**src/rtl/rr_arb4.sv**
```systemverilog
// Four-requester round-robin arbiter with per-grant hold limit and forced-release timeout flag.
// Latency: grant registered one edge after a request is sampled; one idle turnaround cycle between grants.
// Backpressure: none; an owner keeps the grant until done, request drop or MAX_HOLD cycles.
module rr_arb4 #(
    parameter int MAX_HOLD = 8,
    parameter int HOLD_W   = 4
) (
    input  logic       clk,
    input  logic       rst_n,
    input  logic [3:0] req,
    input  logic       done,
    output logic [3:0] gnt,
    output logic [1:0] gnt_id,
    output logic       gnt_vld,
    output logic       timeout
);

    typedef enum logic [1:0] {
        IDLE  = 2'd0,
        GRANT = 2'd1,
        REL   = 2'd2
    } state_t;

    localparam logic [HOLD_W-1:0] HOLD_LAST = HOLD_W'(MAX_HOLD - 1);

    state_t            state, state_nxt;
    logic [1:0]        last_id, last_id_nxt;
    logic [1:0]        gnt_id_nxt;
    logic [1:0]        winner;
    logic [1:0]        idx;
    logic [HOLD_W-1:0] cnt, cnt_nxt;
    logic [3:0]        gnt_nxt;
    logic              gnt_vld_nxt, timeout_nxt;
    logic              any_req, own_req, hold_max, grant_end;

    assign any_req   = |req;
    assign own_req   = req[gnt_id];
    assign hold_max  = (cnt == HOLD_LAST);
    assign grant_end = done | ~own_req | hold_max;

    // Scan from lowest to highest priority so the agent right after last_id wins.
    always_comb begin
        winner = last_id;
        idx    = last_id;
        for (int k = 4; k >= 1; k--) begin
            idx = last_id + 2'(k);
            if (req[idx]) begin
                winner = idx;
            end
        end
    end

    always_ff @(posedge clk or negedge rst_n) begin
        if (!rst_n) begin
            state   <= IDLE;
            last_id <= 2'b11;
            cnt     <= '0;
            gnt_id  <= 2'b00;
            gnt     <= 4'b0000;
            gnt_vld <= 1'b0;
            timeout <= 1'b0;
        end else begin
            state   <= state_nxt;
            last_id <= last_id_nxt;
            cnt     <= cnt_nxt;
            gnt_id  <= gnt_id_nxt;
            gnt     <= gnt_nxt;
            gnt_vld <= gnt_vld_nxt;
            timeout <= timeout_nxt;
        end
    end

    always_comb begin
        state_nxt = state;
        case (state)
            IDLE:    if (any_req) state_nxt = GRANT;
            GRANT:   if (grant_end) state_nxt = REL;
            REL:     state_nxt = any_req ? GRANT : IDLE;
            default: state_nxt = IDLE;
        endcase
    end

    // Next values of every registered output, so no input reaches a port combinationally.
    always_comb begin
        gnt_id_nxt  = gnt_id;
        last_id_nxt = last_id;
        cnt_nxt     = cnt;
        timeout_nxt = 1'b0;
        case (state)
            GRANT: begin
                if (grant_end) begin
                    last_id_nxt = gnt_id;
                    cnt_nxt     = '0;
                    timeout_nxt = ~done & own_req & hold_max;
                end else begin
                    cnt_nxt = cnt + 1'b1;
                end
            end
            default: begin
                if (any_req) begin
                    gnt_id_nxt = winner;
                    cnt_nxt    = '0;
                end
            end
        endcase
        gnt_vld_nxt = (state_nxt == GRANT);
        gnt_nxt     = gnt_vld_nxt ? (4'b0001 << gnt_id_nxt) : 4'b0000;
    end

endmodule

```
**config.mk**
```make
export PLATFORM = sky130hd
export DESIGN_NAME = rr_arb4
export DESIGN_NICKNAME = d
export VERILOG_FILES = /design/src/rtl/rr_arb4.sv
export SDC_FILE = /design/constraint.sdc
export NUM_CORES = 1
export LEC_CHECK = 0
export CELL_PAD_IN_SITES_DETAIL_PLACEMENT = 1
export CELL_PAD_IN_SITES_GLOBAL_PLACEMENT = 2
export CORE_ASPECT_RATIO = 0.75
export CORE_MARGIN = 8
export CORE_UTILIZATION = 30
export CTS_CLUSTER_DIAMETER = 60
export DETAILED_ROUTE_END_ITERATION = 8
export GPL_TIMING_DRIVEN = 0
export PLACE_DENSITY = 0.81
export RECOVER_POWER = 50
export SLEW_MARGIN = 10
export SYNTH_ARGS = -nofsm -noshare
export SYNTH_HDL_FRONTEND = slang
export SYNTH_SLANG_ARGS = --single-unit
```
**constraint.sdc**
```tcl
create_clock -name clk -period 2.1 [get_ports clk]
set_clock_uncertainty 0.15 [all_clocks]
set_input_delay 0.21 -clock clk [delete_from_list [all_inputs] [get_ports clk]]
set_output_delay 0.21 -clock clk [all_outputs]
set_load 0.05 [all_outputs]
```
==> results.md <==
- Clock tree sinks: 16
- GRT overflow: 0
- Maximum clock path buffer count: 2
- Worst hold slack: 0.3096 ns
- Total CTS buffers: 3
- Row cnt: 16
- R2r worst-path depth: 4
- Top cells by count, synth: dfrtp_1, mux2i_1, nand2_1, nand3b_1, o21ai_0
- Die Ht: 61.75 um
- Final core occ: 0.4094
- All-Layer GR Usage: 0.09303
- Final Wtd Congestion: 0.7435
- # DRC: 0
- Clk root buf: clkbuf_8
- Relative slew margins: 0.5133
- Starting Density: 0.3192
- Syn avg cell area: 11.47 um2
- Yosys top cell area share: 0.4185
- Fillers: 288
- TritonCTS clock tree: built
- Final hold viol count: 0
- Ys async rst share: 1.000
- Worst setup endpoint: gnt[1]$_DFF_PN0_
- Vias/cell: 4.921
- DR iter-0 viols: 43
- Fmax: 515.7 MHz
- Layout area overhead: 28.25%
- Synth area leader: dfrtp_1
- Flop2flop setup slack: 0.37 ns
- Finished Layout Cells: 127
- Drt first pass iters: 3
- CP Launch Point: req[1]
- CP endpoint kind: register
- Most frequent cell after synthesis: dfrtp_1
- First-pass GRT wire length: 3436 um
- Net Count, Synth: 81
- Final setup viols: 0
- Die area: 4754 um2
- Clk_lat worst skew: 0.25 ns
- Detailed Place HPWL: 1436 um
- Final ANT Viol Nets: 0
- Final worst-path cycle share: 0.9233
- Slew @ Worst Pin: 0.7277 ns
- Area contributors post-synth: dfrtp_1, dfstp_2, mux2i_1
- Share of layout cells above drive strength 1: 0.1868
- Cell Area, Synth: 837.1 um2
- Startpoint Class: primary input
- LEAKAGE: 0.4360 nW
- RSZ-0062 raised after global routing: no
- Hold Crit Class: primary input to async pin
- EDFF count, synth: 0
- Post-CTS Resized: 0
- Crit Path Class: primary input to register
- Max cap viols: 0
- Placed cell count: 123
- Antenna diode count: 0
- Routed WL: 1915 um
- Clock-pin slew of the registers on the worst-case setup and hold paths: 0.06 ns
- CP Data Required Time: 2.08 ns
- Peak supply drop: 0.6613 mV
- Vias in the first global route: 692
- Post-CTS Repair Setup Buffers: 0
- Sum of negative setup slack: 0 ns
- I/O Buffers: 14
- Die X-Extent: 77.00 um
- Io pins: 15
- Final Max Slew Viols: 0
- Pre-CTS setup slack: 0.01621 ns
- Critical path arrival: 1.92 ns
- Pin count of the biggest net entering global routing: 17
- Hold-fix buffers, CTS: 0
- Gate Count Post-Synth: 73
- DP Area: 1022 um2
- RR Startpoint: gnt_id[1]$_DFF_PN0_
- Htree depth: 1
- Antenna violations before repair: 0
- Register bit total from synthesis: 16
- Worst R2R End: last_id[1]$_DFFE_PN1P_
- Distinct cells, synth: 35
- Fin area: 1074 um2
- Final worst slack: 0.1610 ns
- Tot Pwr: 1.608 mW
- Min Tclk post-route: 1.939 ns
- Placeable Area: 2623 um2
- Max FO, Critical Path: 8
- Avg WL per Cell: 15.08 um
- Seq/Total Area, Yosys: 0.4813
- Power Density: 1498 nW/um2
- Status: complete, no violations
- Yosys Warn Count: 0
- Synth Flop Type: dfrtp_1
- # nets final: 100
- Total number of vias: 625
flip-flops by register name, indices dropped and copies added, names as in the netlist:
signal	count
gnt	4
timeout	1
last_id	2
cnt	4
state	2
gnt_vld	1
gnt_id	2
critical path, cell delays in order:
cell and delay (ns):
dlygate4sd3_1 0.64, or4_1 0.57, a21o_1 0.22, o31a_4 0.13
nor3b_2 0.16
power by group:
part           total (mW)  internal (mW)  switching (mW)
Sequential          0.518          0.426          0.0921
Combinational       0.820          0.328           0.492
Clock               0.270          0.166           0.104
Total                1.61          0.920           0.688
metal layers:
layer,GRT usage,share of wire,vias to the layer above
met5,0,0,-
met3,0.04741,0.079,5
li1,-,-,303
met4,0.04813,0.018,0
met1,0.1085,0.50,303
met2,0.1399,0.40,14
kinds of logic (layout without fill, tap and decap cells):
logic type      count (synthesis)  in the layout  synth area share
simple gates                   30             30            0.2362
fa+ha+maj                       1              1           0.01495
buf+inv                         3             21           0.01345
mux                             6              6           0.07474
flops                          16             16            0.4813
compound gates                 17             17            0.1794
layout by cell type (no fill, tap or decap), types with 3 or more instances in the layout:
| cell type | n |
|---|---|
| o21ai_0 | 4 |
| a31oi_1 | 3 |
| clkdlybuf4s50_1 | 12 |
| nand3b_1 | 4 |
| mux2i_1 | 4 |
| dfrtp_1 | 14 |
| nand2_1 | 4 |
| nand2b_1 | 3 |
| clkbuf_8 | 4 |
| nor2_1 | 3 |
final cells by class:
class | instances | area (um2) | share of cell area
sequential | 16 | 402.9 | 0.3753
clock buffer | 4 | 55.05 | 0.05128
inverter | 3 | 11.26 | 0.01049
timing repair buffer | 14 | 140.1 | 0.1305
multi-input combinational | 54 | 419.2 | 0.3904
tap | 36 | 45.04 | 0.04196
worst min path at each step:
stage                               to  slack [ns]  cells after the start
CTS                 cnt[3]$_DFFE_PN0P_        0.26                      1
floorplan           cnt[0]$_DFFE_PN0P_       -0.24                      0
detailed placement  cnt[3]$_DFFE_PN0P_        0.32                      1
global placement    cnt[3]$_DFFE_PN0P_        0.31                      1
global route        cnt[3]$_DFFE_PN0P_        0.34                      1
finish              cnt[2]$_DFFE_PN0P_        0.31                      1
(Power assumes the default switching activity.)
==> patch (config.mk and constraints unchanged) <==
Re-encode `state_t` (3 states) as one-hot, 3 bits wide.
--- a/src/rtl/rr_arb4.sv
+++ b/src/rtl/rr_arb4.sv
@@ -16,8 +16,8 @@
 );
 
-    typedef enum logic [1:0] {
-        IDLE  = 2'd0,
-        GRANT = 2'd1,
-        REL   = 2'd2
+    typedef enum logic [2:0] {
+        IDLE  = 3'b001,
+        GRANT = 3'b010,
+        REL   = 3'b100
     } state_t;
 
Function: same outputs for any inputs over 10 cycles, from zero or initial values and one cycle with rst_n low; not proved beyond that.
==> patch against the unedited design <==
Global-route usage shrank 1.0 points; cell area is 2.7% higher; first-iteration DRC count fell by 67%; die area is 3.7% higher; combinational power grew 3.3%; total power is 3.2% higher; wire length is 2.9% lower; sequential power increased by 9.7%; area after synthesis is 4.8% higher; via count increased by 5.3%; sequential cell count is 1 higher; worst setup slack improved by 0.012 ns; core utilization decreased by 2.5 points; largest cell class is now registers.
==> patch: results (changes against the unedited design) <==
invs w/o clock 2 (was 3); DR WL/cell 13.88 um (was 15.08 um); IO buf count 14 (unchanged); status finished, final reports clean (unchanged); clock buf count 3 (was 4); placed instance count 130 (was 123); # Post-CTS Setup Buffers 0 (unchanged); Worst Tran Pin Value 0.7269 ns (was 0.7277 ns); initial antenna violation count 0 (unchanged); bufs w/o clock 15 (was 14); largest net degree at the start of global routing 18 (was 17); Crit path max-delay family multiplexers (was simple AND/OR/NAND/NOR gates); Seq cells post-synth 17 (was 16); fillers 326 (was 288); DR vias 658 (was 625); HPWL Detailed 1481 um (was 1436 um); Non-clock buffer share 0.1305 (about the same); pre-CTS WS -0.07017 ns (was 0.01621 ns); post-synthesis sequential area ratio 0.4893 (was 0.4813); Largest regs cnt (4), gnt (4), state (3) (was cnt (4), gnt (4)); gr usage total 0.08282 (was 0.09303); CP Max Fanout 7 (was 8); first-pass GRT wire length 3236 um (was 3436 um); vias in the first global route 700 (was 692); top cells by area, synth dfrtp_1, dfstp_2, nor2_1 (was dfrtp_1, dfstp_2, mux2i_1); multi-input combinational area share 0.3859 (was 0.3904); Critical Path Slowest Stage Cell dfrtp_1 (was dlygate4sd3_1); critical path arrival 1.96 ns (was 1.92 ns); fin area 1102 um^2 (was 1074 um^2); First-pass DRT Iterations 4 (was 3); yosys warns 0 (unchanged); gpl congestion 0.7729 (was 0.7435); drt first-iter violations 14 (was 43); Lkg Pwr 0.4579 nW (was 0.4360 nW); top post-synthesis cells by count dfrtp_1, nor2_1, nand2_1, nand2b_1 (was dfrtp_1, mux2i_1, nand2_1, nand3b_1, o21ai_0); Vias per Instance 4.910 (was 4.921); Max rail drop VDD 0.6492 mV (was 0.6613 mV); Cell Area, Placed 1065 um^2 (was 1022 um^2); worst hold path type in2async (unchanged); CTS Root Cell clkbuf_8 (unchanged); fraction of area in registers 0.3893 (was 0.3753); CTS HTree Levels 1 (unchanged); nets@finish 105 (was 100); Layout clock area frac 0.04427 (was 0.05128); clock buffer depth 2 (unchanged); Post-Syn Nets 86 (was 81); layout cells sized above 1 0.2083 (was 0.1868); distinct cell type count after synthesis 37 (was 35); Mean Syn Cell Area 11.24 um^2 (was 11.47 um^2); slowest stage delay, CP 0.43 ns (was 0.64 ns); Multi-In Gates 58 (was 54)
-- patch: cell types whose count changed in the layout (fill, tap and decap cells not counted), sizes merged, moves of 3 or more --
cell	change
o21bai	+3
mux2i	-3
or2b	-3
nand3b	-3
mux2	+3
nor2	+10
-- patch: routing by layer --
| metal | track usage | wire (um) | vias up |
|---|---|---|---|
| met5 | 0 | 0 | - |
| met4 | 0.04147 | 32 | 0 |
| met3 | 0.04167 | 137 | 4 |
| met2 | 0.1311 | 857 | 12 |
| met1 | 0.08893 | 832 | 325 |
| li1 | - | - | 317 |
-- patch: final timing paths --
path,start,end,slack (ns),cells past startpoint
worst max-delay path,gnt_id[1],last_id[0],0.17,5
worst min register to register,cnt[3],cnt[3],0.33,1
min in group clk,cnt[3],cnt[3],0.33,1
worst max register to register,gnt_id[1],last_id[0],0.17,5
worst min-delay path,rst_n,cnt[3],0.31,1
max in group asynchronous,rst_n,gnt[3],1.04,1
-- patch: logic make-up (layout without fill, tap and decap cells) --
| group | after synthesis | after routing | share of synthesized area |
|---|---|---|---|
| muxes | 6 | 6 | 0.07560 |
| and+or+nand+nor | 33 | 33 | 0.2240 |
| AOI/OAI and AO/OA | 17 | 17 | 0.1740 |
| xor gates and xnor gates | 1 | 1 | 0.009988 |
| buffers and inverters | 3 | 21 | 0.01284 |
| DFF | 17 | 17 | 0.4893 |
| adders and majority gates | 1 | 1 | 0.01426 |
-- patch: metrics by stage --
stage / utilization / total power [mW]
after floorplan: - / 1.191
after global placement: 0.3708 / 1.422
after detailed placement: 0.3708 / 1.446
after CTS: 0.3878 / 1.703
after global routing: 0.3839 / 1.781
final: 0.3839 / 1.659
-- patch: where the power goes --
group          switching [mW]  internal, mW
combinational           0.504         0.343
sequential              0.102         0.466
clock                   0.111         0.133
